<file path="src/rtl/output_conditioner_pkg.sv">
// ----------------------------------------------------------------------------
// output_conditioner_pkg
// Shared definitions for the output conditioner: the controller state encoding
// and the default hold-counter width and hold time.
// ----------------------------------------------------------------------------
package output_conditioner_pkg;

    localparam int DEFAULT_COUNTER_WIDTH = 5;
    localparam int DEFAULT_HOLD_TIME     = 14;

    typedef enum logic [1:0] {
        IDLE   = 2'd0,
        HOLD   = 2'd1,
        RETURN = 2'd2
    } state_t;

endpackage

</file>
<file path="src/rtl/output_conditioner_hold_timer.sv">
// ----------------------------------------------------------------------------
// hold_timer
// Up-counter that measures how long the conditioned pin has held its level.
// It counts from 0 up to LIMIT-1 and then stays there until it is cleared.
//
// Ports
//   clk      : clock, rising edge
//   reset_n  : asynchronous active-low reset, clears the count
//   clear    : synchronous clear to 0; takes priority over enable
//   enable   : advance the count by one this cycle
//   terminal : count has reached LIMIT-1
// ----------------------------------------------------------------------------
module hold_timer #(
    parameter int WIDTH = 5,
    parameter int LIMIT = 14
) (
    input  logic clk,
    input  logic reset_n,
    input  logic clear,
    input  logic enable,
    output logic terminal
);

    localparam logic [WIDTH-1:0] LAST = WIDTH'(LIMIT - 1);

    logic [WIDTH-1:0] count;

    // Increment is gated by terminal so the count saturates at LIMIT-1
    // instead of wrapping.
    always_ff @(posedge clk or negedge reset_n) begin
        if (!reset_n) begin
            count <= '0;
        end else if (clear) begin
            count <= '0;
        end else if (enable && !terminal) begin
            count <= count + WIDTH'(1);
        end
    end

    assign terminal = (count == LAST);

endmodule

</file>
<file path="src/rtl/output_conditioner.sv">
// ----------------------------------------------------------------------------
// output_conditioner
// Drives a glitch-free output pin that, once changed, holds each level for at
// least HOLD_TIME cycles. Accepts level requests (move pin to req_level) and
// pulse requests (invert pin for HOLD_TIME cycles, then restore it).
//
// Ports
//   clk          : clock, rising edge
//   reset_n      : asynchronous active-low reset
//   req_valid    : a request is presented
//   req_level    : target level for a level request
//   req_pulse    : request is a pulse; req_level is ignored
//   req_ready    : block can accept a request this cycle (decoded from state)
//   pin          : registered output level
//   positiveedge : one-cycle flag in the first cycle pin reads 1 after 0
//   negativeedge : one-cycle flag in the first cycle pin reads 0 after 1
//   done         : one-cycle flag when an accepted request has completed
//   dbg_state    : current controller state, for observation only
//
// Handshake: a request transfers on a rising edge where req_valid and
// req_ready are both 1. req_ready is 1 only in IDLE and does not depend on
// req_valid; holding req_valid high while req_ready is 0 has no effect and the
// request is taken on the first IDLE cycle.
// ----------------------------------------------------------------------------
module output_conditioner
    import output_conditioner_pkg::*;
#(
    parameter int COUNTER_WIDTH = DEFAULT_COUNTER_WIDTH,
    parameter int HOLD_TIME     = DEFAULT_HOLD_TIME
) (
    input  logic   clk,
    input  logic   reset_n,
    input  logic   req_valid,
    input  logic   req_level,
    input  logic   req_pulse,
    output logic   req_ready,
    output logic   pin,
    output logic   positiveedge,
    output logic   negativeedge,
    output logic   done,
    output state_t dbg_state
);

    if (HOLD_TIME < 1 || HOLD_TIME > (2 ** COUNTER_WIDTH) - 1) begin : g_bad_hold_time
        $error("output_conditioner: HOLD_TIME out of range for COUNTER_WIDTH");
    end

    state_t state, state_next;
    logic   pin_next;
    logic   pending, pending_next;
    logic   done_next;
    logic   timer_clear, timer_enable, timer_terminal;

    hold_timer #(
        .WIDTH (COUNTER_WIDTH),
        .LIMIT (HOLD_TIME)
    ) u_hold_timer (
        .clk      (clk),
        .reset_n  (reset_n),
        .clear    (timer_clear),
        .enable   (timer_enable),
        .terminal (timer_terminal)
    );

    // Next-state and next-output decode.
    always_comb begin
        state_next   = state;
        pin_next     = pin;
        pending_next = pending;
        done_next    = 1'b0;
        timer_clear  = 1'b0;
        timer_enable = 1'b0;
        case (state)
            IDLE: begin
                // Keep the timer at 0 so every hold starts from a clean count.
                timer_clear = 1'b1;
                if (req_valid) begin
                    if (req_pulse) begin
                        pin_next     = ~pin;
                        pending_next = 1'b1;
                        state_next   = HOLD;
                    end else if (req_level != pin) begin
                        pin_next   = req_level;
                        state_next = HOLD;
                    end else begin
                        // Already at the requested level: complete at once.
                        done_next = 1'b1;
                    end
                end
            end
            HOLD: begin
                timer_enable = 1'b1;
                if (timer_terminal) begin
                    if (pending) begin
                        // Second half of a pulse: restore pin and time it again.
                        pin_next     = ~pin;
                        pending_next = 1'b0;
                        timer_clear  = 1'b1;
                        state_next   = RETURN;
                    end else begin
                        done_next  = 1'b1;
                        state_next = IDLE;
                    end
                end
            end
            RETURN: begin
                timer_enable = 1'b1;
                if (timer_terminal) begin
                    done_next  = 1'b1;
                    state_next = IDLE;
                end
            end
            default: begin
                state_next   = IDLE;
                pending_next = 1'b0;
            end
        endcase
    end

    // Edge flags are computed from the registered pin and its next value, so
    // they rise in the same cycle as the new pin level and a reset-forced fall
    // of pin never produces a negativeedge.
    always_ff @(posedge clk or negedge reset_n) begin
        if (!reset_n) begin
            state        <= IDLE;
            pin          <= 1'b0;
            pending      <= 1'b0;
            done         <= 1'b0;
            positiveedge <= 1'b0;
            negativeedge <= 1'b0;
        end else begin
            state        <= state_next;
            pin          <= pin_next;
            pending      <= pending_next;
            done         <= done_next;
            positiveedge <= pin_next & ~pin;
            negativeedge <= ~pin_next & pin;
        end
    end

    assign req_ready = (state == IDLE);
    assign dbg_state = state;

endmodule

</file>
<file path="config.mk">
export PLATFORM = sky130hd
export DESIGN_NAME = output_conditioner
export DESIGN_NICKNAME = d
export VERILOG_FILES = /design/src/rtl/output_conditioner_pkg.sv /design/src/rtl/output_conditioner_hold_timer.sv /design/src/rtl/output_conditioner.sv
export SDC_FILE = /design/constraint.sdc
export NUM_CORES = 1
export LEC_CHECK = 0
export ABC_AREA = 1
export CELL_PAD_IN_SITES_DETAIL_PLACEMENT = 1
export CELL_PAD_IN_SITES_GLOBAL_PLACEMENT = 1
export CORE_MARGIN = 5
export CORE_UTILIZATION = 30
export CTS_CLUSTER_DIAMETER = 150
export DETAILED_ROUTE_END_ITERATION = 8
export GPL_TIMING_DRIVEN = 0
export PLACE_DENSITY = 0.72
export SLEW_MARGIN = 20
export SYNTH_ARGS = -nofsm -noshare
export SYNTH_HDL_FRONTEND = slang
export SYNTH_SLANG_ARGS = --single-unit
</file>
<file path="constraint.sdc">
create_clock -name clk -period 1.37 [get_ports clk]
set_input_delay 0.411 -clock clk [delete_from_list [all_inputs] [get_ports clk]]
set_output_delay 0.411 -clock clk [all_outputs]
set_load 0.005 [all_outputs]
</file>
==> results.toml, run 1 <==
[routing]
drtIter0Drc = 17
first_pass_iters = 4
ant_nets = 0
totalWireLength_um = 2540
drt-wirelength-per-cell_um = 14.4
vias = 848
viasPerCell = 4.82
drc_errors = 0

[sta]
tns_ns = -0.474
slew_headroom_pct = 61.9
timing.fmax_mhz = 668
post-route-worst-setup-slack_ns = -0.126
post-route-period-util_pct = 109
tightest_slew_ns = 0.569
clock-skew-final_ns = 0.00361
setup_viol = 8
hold_viol = 0
maxSlewViolCount = 0
worst_hold_slack_ns = 0.496
period_minus_slack_ns = 1.50
rsz0062_at_grt = "yes"

[setup_path]
worst-setup-path-type = "reg -> out"
crit_chain = "buf_6 > clkinv_4 > ha_4 > buf_6"
crit_slowest_cell = "dfrtp_1"
critical_path_arrival_ns = 1.08
max_stage_delay_ns = 0.38
cp_max_fo = 2
crit_required_ns = 0.96
cpMostUsedCell = "buf_6"
cp-end-kind = "output pin"
cp-start-kind = "flip-flop"

[global_route]
grt_pass1_vias = 920
antenna_found_initial = 0
grt_first_pass_wirelength_um = 3970
grt_max_degree = 13
grt_use_total_pct = 12.6
grt_overflow = 0

[job]
cap_violations = 0

[final_layout]
antenna_cells = 0
area_delta_synth_final_pct = 55.8
nFillCells = 325
post-route-util_pct = 48.1
layout-drive-gt1-share_pct = 48.3
multi_input_area_um2 = 568
final_area_um2 = 1310
ff_latch_area_um2 = 302
design.final.nets = 157
instances_no_fill = 176

[yosys]
yosysTopAreaCell = "dfrtp_1"
yosysTopAreaCellShare_pct = 35.6
avgSynthCellArea_um2 = 7.53
async_reset_ff_share_pct = 100
synth_flop_cell = "dfrtp_1"
synth.ff_latch_count = 12
yosysWarnings = 0
yosysMostFrequentCell = "nand2_1"
syn_inst = 112
yosys-top-cells-count = "29 x nand2_1, 17 x inv_1, 12 x dfrtp_1"
synth_edf_count = 0
synth_area_leaders = "dfrtp_1 36%, nand2_1 13%, ha_1 8.9%, inv_1 7.6%, nand3_1 4.2%"
netlist_area_um2 = 843
ys_seq_area_share_pct = 35.6
ys_types = 19
syn_nets = 123

[placement]
port_buffers = 11
placed_area_um2 = 992
dp_hpwl_um = 1550
dpl.cell_count = 154
globalplace.congestion = 0.748

[clock_network]
htreeDepth = 1
worstSkewPairLatency_ns = 0.27
clock-sinks = 12
cts_tree = "built"
path_clk_slew_ns = 0.08
max-clock-path-buffers = 2
cts_made_buffers = 3
holdBufCountCts = 0
cts_root_buffer = "clkbuf_4"

[pwr]
ir_drop_mv = 1.16
p_per_area_nw_per_um2 = 1930
power_leakage_nw = 0.649

[outcome]
outcome = "finished, violations left"
violations = "negative setup slack"

[die]
die_w_um = 63.0
ios = 12
initial_core_util_pct = 30.8
core_um2 = 2730
placementRows = 19
die_h_um = 63.0
dieArea_um2 = 3970

[hold_path]
worstHoldPathType = "in -> async"
==> cells in the final DEF (no fill, tap or decap), drive strengths merged, types with 3 or more instances in the layout <==
cell,n
a21oi,3
nor2,14
o21ai,5
inv,21
dfrtp,12
nand2,35
buf,21
ha,6
clkdlybuf4s50,4
nand4,3
nand3,10
clkbuf,4
dlygate4sd2,3
==> metal layers <==
layer	share of wire [%]	vias up	GRT usage [%]
li1	-	411	-
met1	39	426	13.7
met2	57	9	22.7
met3	3.0	2	3.78
met4	0.47	0	4.24
met5	0	-	0
==> per-stage QoR <==
stage,worst slack (ns),total power [mW]
after floorplan,0.0646,1.23
after global placement,-0.336,1.54
after detailed placement,-0.342,1.58
after CTS,-0.127,2.05
after global routing,-0.179,2.75
final,-0.126,2.53
==> critical path: cells and delay by family, from the launching register on <==
kind,cells,cell delay [ns]
buffers and inverters,3,0.28
adder cells (fa/ha/maj),1,0.16
flip-flops,1,0.38
==> logic make-up (layout without fill, tap and decap cells) <==
kind of cell / after synthesis / in the layout / synth area share (%)
and+or+nand+nor: 64 / 64 / 40.5
buffers and inverters: 22 / 55 / 9.79
DFF: 12 / 12 / 35.6
adders and majority gates: 6 / 6 / 8.90
AOI/OAI and AO/OA: 8 / 8 / 5.19
==> sequential cells by signal (all words and copies together) (netlist names) <==
name	count
dbg_state	2
done	1
negativeedge	1
pending	1
pin	1
positiveedge	1
u_hold_timer.count	5
==> layout make-up <==
cell class	count	share of cell area, %
flip-flops and latches	12	23.0
multi-input cells	78	43.2
well taps	31	2.95
inverters	22	7.62
repair buffers	29	20.5
clock buffers	4	2.76
==> repair_timing <==
item / CTS / global route
buffers inserted: 8 / 11
endpoints found under the setup margin: 16 / 14
resized for setup: 29 / 36
pin swaps: 2 / 21
==> final timing paths <==
check                             start               endpoint  slack, ns  cells past startpoint
setup / recovery           dbg_state[1]              req_ready      -0.13                      4
hold / removal                  reset_n  u_hold_timer.count[2]       0.50                      1
setup reg to reg           dbg_state[1]           dbg_state[0]      -0.08                      8
hold reg to reg                     pin           positiveedge       0.60                      2
max in group asynchronous       reset_n                    pin       0.47                      1
min in group clk                    pin           positiveedge       0.60                      2
==> where the power goes <==
part           internal, mW  total, mW  switching, mW
logic                 0.823       1.71          0.891
registers             0.454      0.532         0.0784
clock network         0.161      0.287          0.126
Note: power is estimated with default switching activity, not from simulation.
==> run 2: changes to the inputs <==
--- a/config.mk
+++ b/config.mk
@@ -13,7 +13,7 @@
 export CTS_CLUSTER_DIAMETER = 150
 export DETAILED_ROUTE_END_ITERATION = 8
 export GPL_TIMING_DRIVEN = 0
-export PLACE_DENSITY = 0.72
+export PLACE_DENSITY_LB_ADDON = 0.1
 export SLEW_MARGIN = 20
 export SYNTH_ARGS = -nofsm -noshare
 export SYNTH_HDL_FRONTEND = slang
==> constraint.sdc (replaced) <==
create_clock -name clk -period 1.5 [get_ports clk]
set_input_delay 0.45 -clock clk [delete_from_list [all_inputs] [get_ports clk]]
set_output_delay 0.45 -clock clk [all_outputs]
set_load 0.005 [all_outputs]
==> run 2 against run 1 <==
  * The run now ends clean
  * Flip-flop and latch count unchanged
  * Non-clock buffer count is 11 lower
  * Worst setup slack improved by 0.14 ns
==> results.toml, run 2 (same netlist as run 1, synthesis figures left out) <==
[setup_path]
crit_required_ns = 1.05
endpoint = "req_ready"
cp-start-kind = "flip-flop"
critical_path_arrival_ns = 1.04
cp_max_fo = 4
rr_worst_depth = 9
timing.rr.end = "u_hold_timer.count[3]"
cp-end-kind = "output pin"
max_stage_delay_ns = 0.41
r2r_slack_ns = 0.14
crit_chain = "inv_2 > ha_4 > buf_6"
crit_slowest_cell = "dfrtp_1"
reg2reg_from = "dbg_state[0]"
worst-setup-path-type = "reg -> out"
startpoint = "dbg_state[0]"

[global_route]
antenna_found_initial = 0
grt_pass1_vias = 762
grt_first_pass_wirelength_um = 3610
grt_use_total_pct = 11.4
grt_max_degree = 13
grt_overflow = 0

[final_layout]
mostFrequentLayoutCells = "29 x nand2_1, 15 x inv_1, 11 x dfrtp_1"
nFillCells = 359
design.final.nets = 146
final_area_um2 = 1080
ff_latch_area_um2 = 302
post-route-util_pct = 39.4
area_delta_synth_final_pct = 27.7
final_common_cell = "nand2_1"
largest_reg_flops = 5
regMostFlops = "u_hold_timer.count"
multi_input_area_um2 = 475
antenna_cells = 0
layout-drive-gt1-share_pct = 30.8

[placement]
dpl_worst_slack_ns = -0.280
placed_area_um2 = 992
dp_hpwl_um = 1570
port_buffers = 11
globalplace.congestion = 0.710

[sta]
maxSlewViolCount = 0
hold_viol = 0
slew_headroom_pct = 62.5
period_minus_slack_ns = 1.49
setup_viol = 0
post-route-period-util_pct = 99.1
tightest_slew_ns = 0.560
rsz0062_at_grt = "yes"
timing.fmax_mhz = 673
clock-skew-final_ns = 0.00319
post-route-worst-setup-slack_ns = 0.0139

[pwr]
p_total_mw = 1.80
p_per_area_nw_per_um2 = 1670
power_leakage_nw = 0.565
ir_drop_mv = 0.704

[clock_network]
htreeDepth = 1
cts_made_buffers = 3
cts_tree = "built"
clock-sinks = 12
max-clock-path-buffers = 2
holdBufCountCts = 0
path_clk_slew_ns = 0.08
cts_root_buffer = "clkbuf_4"
worstSkewPairLatency_ns = 0.27

[routing]
ant_nets = 0
viasPerCell = 4.64
drc_errors = 0
totalWireLength_um = 2100
drtIter0Drc = 4
drt-wirelength-per-cell_um = 12.8
first_pass_iters = 2
vias = 761

[die]
core_um2 = 2730
placementRows = 19
die_h_um = 63.0
initial_core_util_pct = 30.8
dieArea_um2 = 3970
die_w_um = 63.0
ios = 12

[hold_path]
worstHoldPathType = "in -> async"

[outcome]
outcome = "finished clean"

[job]
cap_violations = 0
run 2: repair_timing:
item / CTS / global route
endpoints found under the setup margin: 7 / 6
pin swaps: 1 / 1
gates resized for setup: 19 / 4
cloned: 0 / 0
setup buffers: 5 / 2
run 2: worst min path at each step:
stage | cells past startpoint | start | slack [ns] | endpoint
after global routing | 1 | reset_n | 0.58 | positiveedge
after floorplan | 0 | reset_n | 0.15 | dbg_state[0]
after CTS | 1 | reset_n | 0.57 | positiveedge
after detailed placement | 2 | dbg_state[0] | 0.56 | dbg_state[0]
after global placement | 2 | dbg_state[1] | 0.54 | dbg_state[1]
final | 1 | reset_n | 0.53 | negativeedge
run 2: per-layer routing:
layer / track usage [%] / part of all wire [%] / up-vias
li1: - / - / 386
met1: 15.9 / 50 / 363
met2: 17.1 / 45 / 10
met3: 2.34 / 3.1 / 2
met4: 3.98 / 0.95 / 0
met5: 0 / 0 / -
run 2: stage by stage:
stage,std cells,setup TNS (ns),hold slack (ns)
final,164,0,0.531
after global routing,164,-0.0379,0.583
after CTS,162,-0.0187,0.570
after detailed placement,154,-0.447,0.562
after global placement,154,-0.376,0.541
after floorplan,112,0,0.154
run 2: final cells by class:
class	count	share of cell area [%]
clock buffers	3	2.09
inverters	22	7.67
multi-input cells	78	44.1
flip-flops and latches	12	28.0
well taps	31	3.60
repair buffers	18	14.5
run 2: power breakdown:
part	switching (mW)	internal, mW
combinational	0.597	0.505
clock	0.114	0.0929
sequential	0.0722	0.415
total	0.783	1.01
run 2: critical path: cells and delay by family, from the launching register on:
family,cells,cell delay (ns)
flip-flops,1,0.41
adder cells (fa/ha/maj),1,0.16
buffers and inverters,2,0.19
==> run 3: changes to the inputs <==
--- a/config.mk
+++ b/config.mk
@@ -10,9 +10,9 @@
 export CELL_PAD_IN_SITES_GLOBAL_PLACEMENT = 1
 export CORE_MARGIN = 5
 export CORE_UTILIZATION = 30
-export CTS_CLUSTER_DIAMETER = 150
 export DETAILED_ROUTE_END_ITERATION = 8
 export GPL_TIMING_DRIVEN = 0
+export MAX_ROUTING_LAYER = met4
 export PLACE_DENSITY_LB_ADDON = 0.1
 export SLEW_MARGIN = 20
 export SYNTH_ARGS = -nofsm -noshare
==> run 3 against run 2 <==
  * Flip-flop and latch count is the same
  * Fmax is essentially flat
  * Power is essentially flat
  * Largest power group unchanged
  * Highest routed layer unchanged
==> results.toml, run 3 (same netlist as run 1, synthesis figures left out) <==
[placement]
dp_hpwl_um = 1570
globalplace.congestion = 0.719
dpl.cell_count = 154
port_buffers = 11

[die]
dieArea_um2 = 3970
core_um2 = 2730
ios = 12
die_h_um = 63.0
initial_core_util_pct = 30.8
placementRows = 19
die_w_um = 63.0

[final_layout]
antenna_cells = 0
final_common_cell = "nand2_1"
largest_reg_flops = 5
mostFrequentLayoutCells = "29 x nand2_1, 15 x inv_1, 11 x dfrtp_1"
instances_no_fill = 164
regMostFlops = "u_hold_timer.count"
area_delta_synth_final_pct = 27.7
layout-drive-gt1-share_pct = 30.8
nFillCells = 359
design.final.nets = 146

[clock_network]
max-clock-path-buffers = 2
holdBufCountCts = 0
cts_made_buffers = 3
cts_root_buffer = "clkbuf_4"
cts_tree = "built"
htreeDepth = 1
worstSkewPairLatency_ns = 0.27
clock-sinks = 12
path_clk_slew_ns = 0.08

[routing]
totalWireLength_um = 2110
drt-wirelength-per-cell_um = 12.9
drtIter0Drc = 4
viasPerCell = 4.64
drc_errors = 0
vias = 761
first_pass_iters = 2
ant_nets = 0

[setup_path]
reg2reg_from = "dbg_state[0]"
timing.rr.end = "u_hold_timer.count[3]"
crit_required_ns = 1.05
rr_worst_depth = 9
endpoint = "req_ready"
startpoint = "dbg_state[0]"
cp-end-kind = "output pin"
r2r_slack_ns = 0.13
critical_path_arrival_ns = 1.04
cp_max_fo = 4
cp-start-kind = "flip-flop"
worst-setup-path-type = "reg -> out"

[sta]
rsz0062_at_grt = "yes"
hold_viol = 0
period_minus_slack_ns = 1.49
tightest_slew_ns = 0.560
clock-skew-final_ns = 0.00288
slew_headroom_pct = 62.6
timing.fmax_mhz = 673
setup_viol = 0
maxSlewViolCount = 0
post-route-period-util_pct = 99.0

[global_route]
antenna_found_initial = 0
grt_overflow = 0
grt_max_degree = 13
grt_first_pass_wirelength_um = 3610
grt_pass1_vias = 762
grt_use_total_pct = 11.7

[pwr]
ir_drop_mv = 0.701
power_leakage_nw = 0.565
p_per_area_nw_per_um2 = 1670
p_total_mw = 1.79

[job]
cap_violations = 0

[outcome]
outcome = "finished clean"

[hold_path]
worstHoldPathType = "in -> async"
[run 3: worst min-delay path by stage]
stage,to,start
2_1_floorplan,dbg_state[0],reset_n
5_1_grt,positiveedge,reset_n
3_5_place_dp,dbg_state[0],dbg_state[0]
4_1_cts,positiveedge,reset_n
6_report,negativeedge,reset_n
3_3_place_gp,dbg_state[1],dbg_state[1]
[run 3: where the power goes]
group          internal (mW)  switching [mW]
Sequential             0.415          0.0726
Combinational          0.505           0.596
Clock                 0.0929           0.114
[run 3: per-layer routing]
layer / track usage, % / share of wire (%)
met5: - / 0
met4: 3.98 / 1.2
met3: 2.34 / 3.3
met1: 15.9 / 50
met2: 17.1 / 45
[run 3: metrics by stage]
step	worst slack [ns]	util, %	hold WS (ns)	instance area (µm²)	TNS (ns)
final	0.0146	39.4	0.531	1080	0
after global routing	-0.0379	39.4	0.583	1080	-0.0379
after CTS	-0.0187	38.9	0.570	1060	-0.0187
after detailed placement	-0.280	36.3	0.562	992	-0.447
after global placement	-0.286	36.3	0.541	992	-0.376
after floorplan	0.195	-	0.154	843	0
[run 3: area by class of cell]
cell class	instances	area, µm²	area share (%)
Multi-Input combinational cell	78	475	44.1
Sequential cell	12	302	28.0
Tap cell	31	38.8	3.60
Clock buffer	3	22.5	2.09
Inverter	22	82.6	7.67
Timing Repair Buffer	18	156	14.5
[run 3: worst max-delay path: stages, from the launching register on]
cell,delay (ns)
dfrtp_1,0.41
inv_2,0.09
ha_4,0.16
buf_6,0.09
[run 3: what timing repair did]
action                                  4_1_cts  5_1_grt
pin swaps                                     1        1
resized for setup                            19        4
buffers inserted                              5        2
endpoints found under the hold margin         0        0
endpoints found under the setup margin        7        6
